==> src/rtl/tick_timebase.sv <==
// rtl/tick_timebase.sv - divide-by-N tick generator with loadable divisor, cascaded modulo counter and square wave
module tick_timebase #(
    parameter int DIV_WIDTH   = 27,
    parameter int DIV_DEFAULT = 100000000,
    parameter int CASCADE_MOD = 60,
    parameter int CNT_WIDTH   = 6
) (
    input  logic                 clock,
    input  logic                 reset,
    input  logic                 enable,
    input  logic                 clear,
    input  logic                 div_load,
    input  logic [DIV_WIDTH-1:0] div_value,
    output logic                 tick,
    output logic [CNT_WIDTH-1:0] tick_count,
    output logic                 wrap_pulse,
    output logic                 square,
    output logic                 div_pending,
    output logic                 div_err
);

    localparam logic [DIV_WIDTH-1:0] LP_DIV_RST  = DIV_WIDTH'(DIV_DEFAULT);
    localparam logic [DIV_WIDTH-1:0] LP_DIV_MIN  = DIV_WIDTH'(2);
    localparam logic [DIV_WIDTH-1:0] LP_DIV_ONE  = DIV_WIDTH'(1);
    localparam logic [CNT_WIDTH-1:0] LP_CNT_LAST = CNT_WIDTH'(CASCADE_MOD - 1);
    localparam logic [CNT_WIDTH-1:0] LP_CNT_ONE  = CNT_WIDTH'(1);

    logic [DIV_WIDTH-1:0] r_div_cur;
    logic [DIV_WIDTH-1:0] r_div_pend;
    logic                 r_pending;
    logic                 r_err;
    logic [DIV_WIDTH-1:0] r_pre_cnt;
    logic                 r_tick;
    logic [CNT_WIDTH-1:0] r_count;
    logic                 r_wrap;
    logic                 r_square;

    logic [DIV_WIDTH-1:0] w_div_last;
    logic                 w_terminal;
    logic                 w_div_ok;
    logic                 w_load_ok;
    logic                 w_load_bad;
    logic                 w_cnt_last;
    logic [DIV_WIDTH-1:0] w_div_next;

    assign w_div_last = r_div_cur - LP_DIV_ONE;
    assign w_terminal = enable && (r_pre_cnt == w_div_last);
    assign w_div_ok   = (div_value >= LP_DIV_MIN);
    assign w_load_ok  = div_load && w_div_ok;
    assign w_load_bad = div_load && !w_div_ok;
    assign w_cnt_last = (r_count == LP_CNT_LAST);

    // Divisor taking effect at a period boundary: a same-edge load beats an older pending one.
    always_comb begin
        w_div_next = r_div_cur;
        if (w_load_ok) begin
            w_div_next = div_value;
        end else if (r_pending) begin
            w_div_next = r_div_pend;
        end
    end

    always_ff @(posedge clock) begin
        if (reset) begin
            r_div_cur  <= LP_DIV_RST;
            r_div_pend <= LP_DIV_RST;
            r_pending  <= 1'b0;
            r_err      <= 1'b0;
        end else begin
            r_err <= w_load_bad;
            if (clear || w_terminal) begin
                r_div_cur <= w_div_next;
                r_pending <= 1'b0;
            end else if (w_load_ok) begin
                r_div_pend <= div_value;
                r_pending  <= 1'b1;
            end
        end
    end

    always_ff @(posedge clock) begin
        if (reset) begin
            r_pre_cnt <= '0;
            r_tick    <= 1'b0;
            r_count   <= '0;
            r_wrap    <= 1'b0;
            r_square  <= 1'b0;
        end else if (clear) begin
            r_pre_cnt <= '0;
            r_tick    <= 1'b0;
            r_count   <= '0;
            r_wrap    <= 1'b0;
            r_square  <= 1'b0;
        end else if (enable) begin
            if (w_terminal) begin
                r_pre_cnt <= '0;
                r_tick    <= 1'b1;
                r_square  <= ~r_square;
                if (w_cnt_last) begin
                    r_count <= '0;
                    r_wrap  <= 1'b1;
                end else begin
                    r_count <= r_count + LP_CNT_ONE;
                    r_wrap  <= 1'b0;
                end
            end else begin
                r_pre_cnt <= r_pre_cnt + LP_DIV_ONE;
                r_tick    <= 1'b0;
                r_wrap    <= 1'b0;
            end
        end else begin
            r_tick <= 1'b0;
            r_wrap <= 1'b0;
        end
    end

    assign tick        = r_tick;
    assign tick_count  = r_count;
    assign wrap_pulse  = r_wrap;
    assign square      = r_square;
    assign div_pending = r_pending;
    assign div_err     = r_err;

endmodule

==> config.mk <==
export PLATFORM = sky130hd
export DESIGN_NAME = tick_timebase
export DESIGN_NICKNAME = d
export VERILOG_FILES = /design/src/rtl/tick_timebase.sv
export SDC_FILE = /design/constraint.sdc
export NUM_CORES = 1
export LEC_CHECK = 0
export BUFFER_PORTS_ARGS = -buffer_cell sky130_fd_sc_hd__buf_2
export CAP_MARGIN = 15
export CORE_MARGIN = 1
export CORE_UTILIZATION = 45
export DETAILED_ROUTE_END_ITERATION = 8
export GPL_TIMING_DRIVEN = 0
export PLACE_DENSITY = 0.69
export SLEW_MARGIN = 20
export SYNTH_ARGS = -nofsm -noshare
export SYNTH_HDL_FRONTEND = slang
export SYNTH_SLANG_ARGS = --single-unit
export TNS_END_PERCENT = 30
==> constraint.sdc <==
create_clock -name clock -period 8.2 [get_ports clock]
set_input_delay 1.23 -clock clock [delete_from_list [all_inputs] [get_ports clock]]
set_output_delay 1.23 -clock clock [all_outputs]
set_load 0.05 [all_outputs]
=== Word level (Yosys, flattened, before mapping) ===
Cells that the tools add are included.
Widths: inputs -> output; s select.

* Add/subtract/negate cells: 3
* Order comparisons: 1
* Equality and inequality tests: 2
* Muxes and demuxes: 6
* Bitwise logic cells: 4
* Reduce and logical (&&, ||, !) cells: 13

{| class="wikitable"
|+ Operator list
! kind !! count
|-
| $mux 27 || 3
|-
| $add 27x1->27 const B || 1
|-
| $eq 27x27->1 || 1
|-
| $ge 27x2->1 const B || 1
|-
| $sub 27x1->27 const B || 1
|-
| $add 6x1->6 const B || 1
|-
| $eq 6x6->1 const B || 1
|-
| $mux 6 || 1
|-
| $reduce_and 2->1 || 3
|-
| $not 1->1 || 4
|-
| $reduce_or 2->1 || 2
|-
| $reduce_or 4->1 || 1
|-
| $logic_and 1x1->1 || 3
|-
| $reduce_or 3->1 || 1
|-
| $mux 1 || 2
|-
| $reduce_bool 2->1 || 1
|-
| $logic_not 1->1 || 1
|-
| $logic_or 1x1->1 || 1
|}

* Bits in registers: 92
* Bits of input ports: 32
* Output and inout bits: 11
* Logic and storage cells: 38

=== Longest topological paths before layout ===
* Depth after elaboration: 6
* Mapped depth: 11
* Depth with buffers taken out: 9

=== Least setup slack after synthesis ===
Ideal clock, no wire load.

* Path kind: input port to flip-flop
* Start: input port div_value[26]
* End: register r_div_cur[10]
* Setup time: 121 ps
* Arrival: 3,139 ps
* Data required time: 8,079 ps
* Slack: 4,941 ps
* Stages: 8
* Buffers on the path: 1
* Path through: nor4_1 -> nand4_1 -> o21ai_0 -> nor2b_1 -> a211oi_1 -> a32oi_2 -> buf_2 -> mux2_2

* Cells in the longest elaborated chain, start to end: 4
* Elaborated cells on any way between the ends: 5
* Those cells by class: 1 x order compare; 1 x mux; 3 x reduce/logical

{| class="wikitable"
|+ Ends and longest elaborated chain
! element !! RTL line !! RTL
|-
| start: declaration || 13 || <nowiki>input logic [DIV_WIDTH-1:0] div_value,</nowiki>
|-
| $ge 27x2->1 * || 48 || <nowiki>assign w_div_ok = (div_value >= LP_DIV_MIN);</nowiki>
|-
| $logic_and 1x1->1 * || 49 || <nowiki>assign w_load_ok = div_load && w_div_ok;</nowiki>
|-
| $reduce_bool 2->1 (no source line) || -- ||
|-
| $reduce_and 2->1 (no source line) || -- ||
|-
| end signal: assignment || 72 || <nowiki>r_div_cur <= w_div_next;</nowiki>
|-
| end: declaration || 28 || <nowiki>logic [DIV_WIDTH-1:0] r_div_cur;</nowiki>
|}

Mark *: on every way between the ends. The rest lies on a longest branch, timed or not.
A chain may end at the register's enable or synchronous reset.

=== Worst setup path in the final report ===
* Start: register r_div_cur[0]
* End: register r_div_cur[17]

* Cells in the longest elaborated chain, start to end: 5

{| class="wikitable"
|+ Ends and longest elaborated chain
! element !! RTL line !! RTL
|-
| $sub 27x1->27 || 46 || <nowiki>assign w_div_last = r_div_cur - LP_DIV_ONE;</nowiki>
|-
| $eq 27x27->1 || 47 || <nowiki>assign w_terminal = enable && (r_pre_cnt == w_div_last);</nowiki>
|-
| $logic_and 1x1->1 || 47 ||
|-
| $logic_or 1x1->1 || 71 || <nowiki>if (clear || w_terminal) begin</nowiki>
|-
| $reduce_and 2->1 (no source line) || -- ||
|}

Every way passes these cells.

==> summary.txt <==
Setup path
  • Arr. time, crit path: ~4.1 ns
  • Required @ worst endpoint: between 8 and 9 ns
  • Crit. End Element: flip-flop
  • Slowest cell delay on critical path: around 0.58 ns
  • Crit Path Class: flip-flop to flip-flop
  • Max stage delay cell, worst path: nor4b_1
  • WP buf/inv: 2
  • Worst path top cell family by delay: simple AND/OR/NAND/NOR gates
  • Critical Path Source Type: flip-flop
  • CP max FO: 10
  • Critical path cell sequence: inv_1 > ha_1 > nor4b_1 > nand4_1 > or4_1 > o22ai_1 > nor4_4 > a32oi_2 > buf_2 > mux2_2

Power and ir drop
  • Power Density: 162 nW/um2
  • Leakage: 2.34 nW
  • Clock network power share: about 39%
  • Worst VDD drop: ~84 uV
  • NetSw: 259 uW
  • Switch share: 26.3%
  • Sequential share of power: around half
  • Internal power: between 700 and 800 uW
  • Power, Total: 986 uW
  • Power share of the combinational group: about 13%

Timing
  • Fmax: ~260 MHz
  • Final Skew: 0.00913 ns
  • Period Utilization, post-route: 47.5%
  • PnR worst setup slack: roughly 4.3 ns
  • RSZ-0062 raised after global routing: false
  • Relative slew slack: between 40% and 50%
  • Final Hold Vio Count: 0
  • Fin. max-slew vios: 0
  • Worst-margin pin slew: around 0.76 ns
  • Final min period: roughly 4 ns
  • Setup-failing EPs final: 0
  • Setup TNS: 0 ns

Synthesis
  • Synthesized Nets: ~670
  • Post-synthesis compound-gate area fraction: approximately 9%
  • Largest family of logic cells by synthesized area: simple AND/OR/NAND/NOR gates
  • Adder-cell share of the synthesized area: 0.690%
  • Number of synthesized flops with an enable pin: 0
  • Main synth FF type: dfxtp_1
  • Distinct cells, synth: 56
  • Post-Synth XOR/XNOR Area: between 10% and 20%
  • Syn Area/Cell: between 8 and 9 um2
  • Sequential fraction of the synthesis area: 33.9%
  • Ys async rst share: 0%
  • Instance count of the mapped netlist: 630
  • Simple-gate share of the synthesized area: about 28%
  • Cell Area, Synth: approximately 5400 um2
  • Yosys Warn Count: 0
  • Yosys reg bits: 92
  • Portion of netlist area occupied by mux cells: 14.9%

Global route
  • Vias in the first global route: approximately 4500
  • Global-route total usage across every layer: a little over a fifth
  • Gr ovfl total: 0
  • Initial antenna violation count: 0
  • First-pass GRT wire length: 21.6 mm
  • Largest net degree at the start of global routing: 15

Finish
  • Post-Layout Inst Area: a little over 6000 um2
  • Final Non-Filler Cells: around 830
  • Nets: ~720
  • Number of diodes: 0
  • Layout Area Growth over Synthesis: 12.0%
  • Layout cell share with drive strength beyond 1: between 10% and 20%

Floorplanning
  • Die Y: approximately 110 um
  • Num ports: 43
  • Core area: between 10000 and 15000 um2
  • Row count: 39
  • Die width: about 110 um
  • Starting Density: 46.8%
  • Total die area: ~13000 um2

Placed design
  • Pre-CTS setup slack: 3.92 ns
  • DP HPWL: between 9 and 10 mm
  • Gpl congestion: about 0.88
  • I/O Buffers: between 40 and 50
  • # placed instances: 814
  • Placed cell area: ~5800 um2

Job
  • Total of max-cap violations: 0

Route
  • Drt wl/cell: roughly 15 um
  • Vias/cell: around 5.6
  • TritonRoute pass-1 iters: 4
  • Via count: ~4600
  • Routed WL: roughly 13 mm
  • Initial DRC count: 230
  • DRC Markers: 0
  • Final ANT Viol Nets: 0

Clock network
  • Sink Count: just over 90
  • Worst-path clk slew: around 0.070 ns
  • Cts repair resizes: 0
  • Clk_lat worst skew: around 0.34 ns
  • Max Buffers Root-to-Sink: 2
  • Post-CTS Setup Repair Bufs: 0
  • H-tree depth: 3
  • Num CTS Buffers: 9
  • CTS tree: done
  • Root Driver: clkbuf_16
  • Hold Buf Count CTS: 0

Outcome
  • Outcome: complete, no violations

Worst hold path
  • HP Class: flip-flop to flip-flop
## Yosys cell counts (all sizes together) (12+ instances only)
| cell | number | area share (%) |
|---|---|---|
| nor4 | 16 | 2.4 |
| xnor2 | 29 | 4.7 |
| nand2b | 35 | 4.0 |
| mux2i | 54 | 9.9 |
| a21oi | 14 | 1.3 |
| nand4 | 16 | 1.8 |
| clkbuf | 21 | 1.4 |
| and3 | 12 | 1.4 |
| buf | 12 | 1.5 |
| dfxtp | 92 | 34 |
| nor2b | 14 | 1.6 |
| mux2 | 24 | 5.0 |
| nor3 | 13 | 1.4 |
| nand2 | 29 | 2.0 |
| nand3 | 14 | 1.3 |
| nor2 | 110 | 7.6 |
| xor2 | 34 | 5.5 |
## flip-flops by register name, summed over array words and instances (netlist names)
signal	cells
div_err	1
div_pending	1
r_div_cur	27
r_div_pend	27
r_pre_cnt	27
square	1
tick	1
tick_count	6
wrap_pulse	1
## path summary, 6_finish.rpt
path                                startpoint             end  slack [ns]  depth (start not counted)
worst max-delay path              r_div_cur[0]   r_div_cur[17]        4.31                         10
worst min-delay path            r_div_pend[25]  r_div_pend[25]        0.48                          2
worst max register to register    r_div_cur[0]   r_div_cur[17]        4.31                         10
worst min register to register  r_div_pend[25]  r_div_pend[25]        0.48                          2
## worst register-to-register path, stage by stage, from the launching register on
cell     delay, ns
dfxtp_1       0.36
inv_1         0.09
ha_1          0.23
nor4b_1       0.58
nand4_1       0.32
or4_1         0.49
o22ai_1       0.30
nor4_4        0.12
a32oi_2       0.55
buf_2         0.36
mux2_2        0.37
## metrics by stage
| stage | hold slack [ns] | util (%) |
|---|---|---|
| final | 0.475 | 52.4 |
| after global routing | 0.492 | 52.4 |
| after CTS | 0.477 | 52.4 |
| after detailed placement | 0.462 | 50.1 |
| after global placement | 0.458 | 50.1 |
| after floorplan | 0.448 | - |
## placed cells by master, fill, tap and decap left out, types with 21 or more instances in the layout
master    instances
nor2_1          110
dfxtp_1          92
mux2i_1          54
buf_2            47
nand2b_1         35
xor2_1           34
nand2_1          29
xnor2_1          29
mux2_2           24
clkbuf_1         21
## final cells by class
class	count	area [um2]
Clock buffer	10	239
Clock inverter	4	27.5
Timing Repair Buffer	41	205
Tap cell	143	179
Sequential cell	92	1840
Fill cell	1097	5530
Inverter	8	30.0
Buffer	33	161
Multi-Input combinational cell	497	3400
## layer usage
layer | global-route usage (%) | wire [um] | share of wire, %
met3 | 3.81 | 527 | 4.1
met5 | 0 | 0 | 0
met2 | 35.5 | 6010 | 47
met1 | 27.6 | 5990 | 47
met4 | 8.65 | 278 | 2.2
## power by group through the flow
stage / registers (mW) / logic (mW) / clock network (mW)
finish: 0.474 / 0.128 / 0.384
global route: 0.476 / 0.141 / 0.405
CTS: 0.474 / 0.128 / 0.389
detailed placement: 0.484 / 0.127 / 0
global placement: 0.483 / 0.124 / 0
floorplan: 0.480 / 0.0937 / 0
## kinds of logic (layout without fill, tap and decap cells)
kind of cell               Yosys count  count (layout)
xor gates and xnor gates            63              63
AOI/OAI and AO/OA                   61              61
buffers and inverters               41              96
and+or+nand+nor                    292             292
adders and majority gates            3               3
DFF                                 92              92
muxes                               78              78
(Power assumes the default switching activity.)
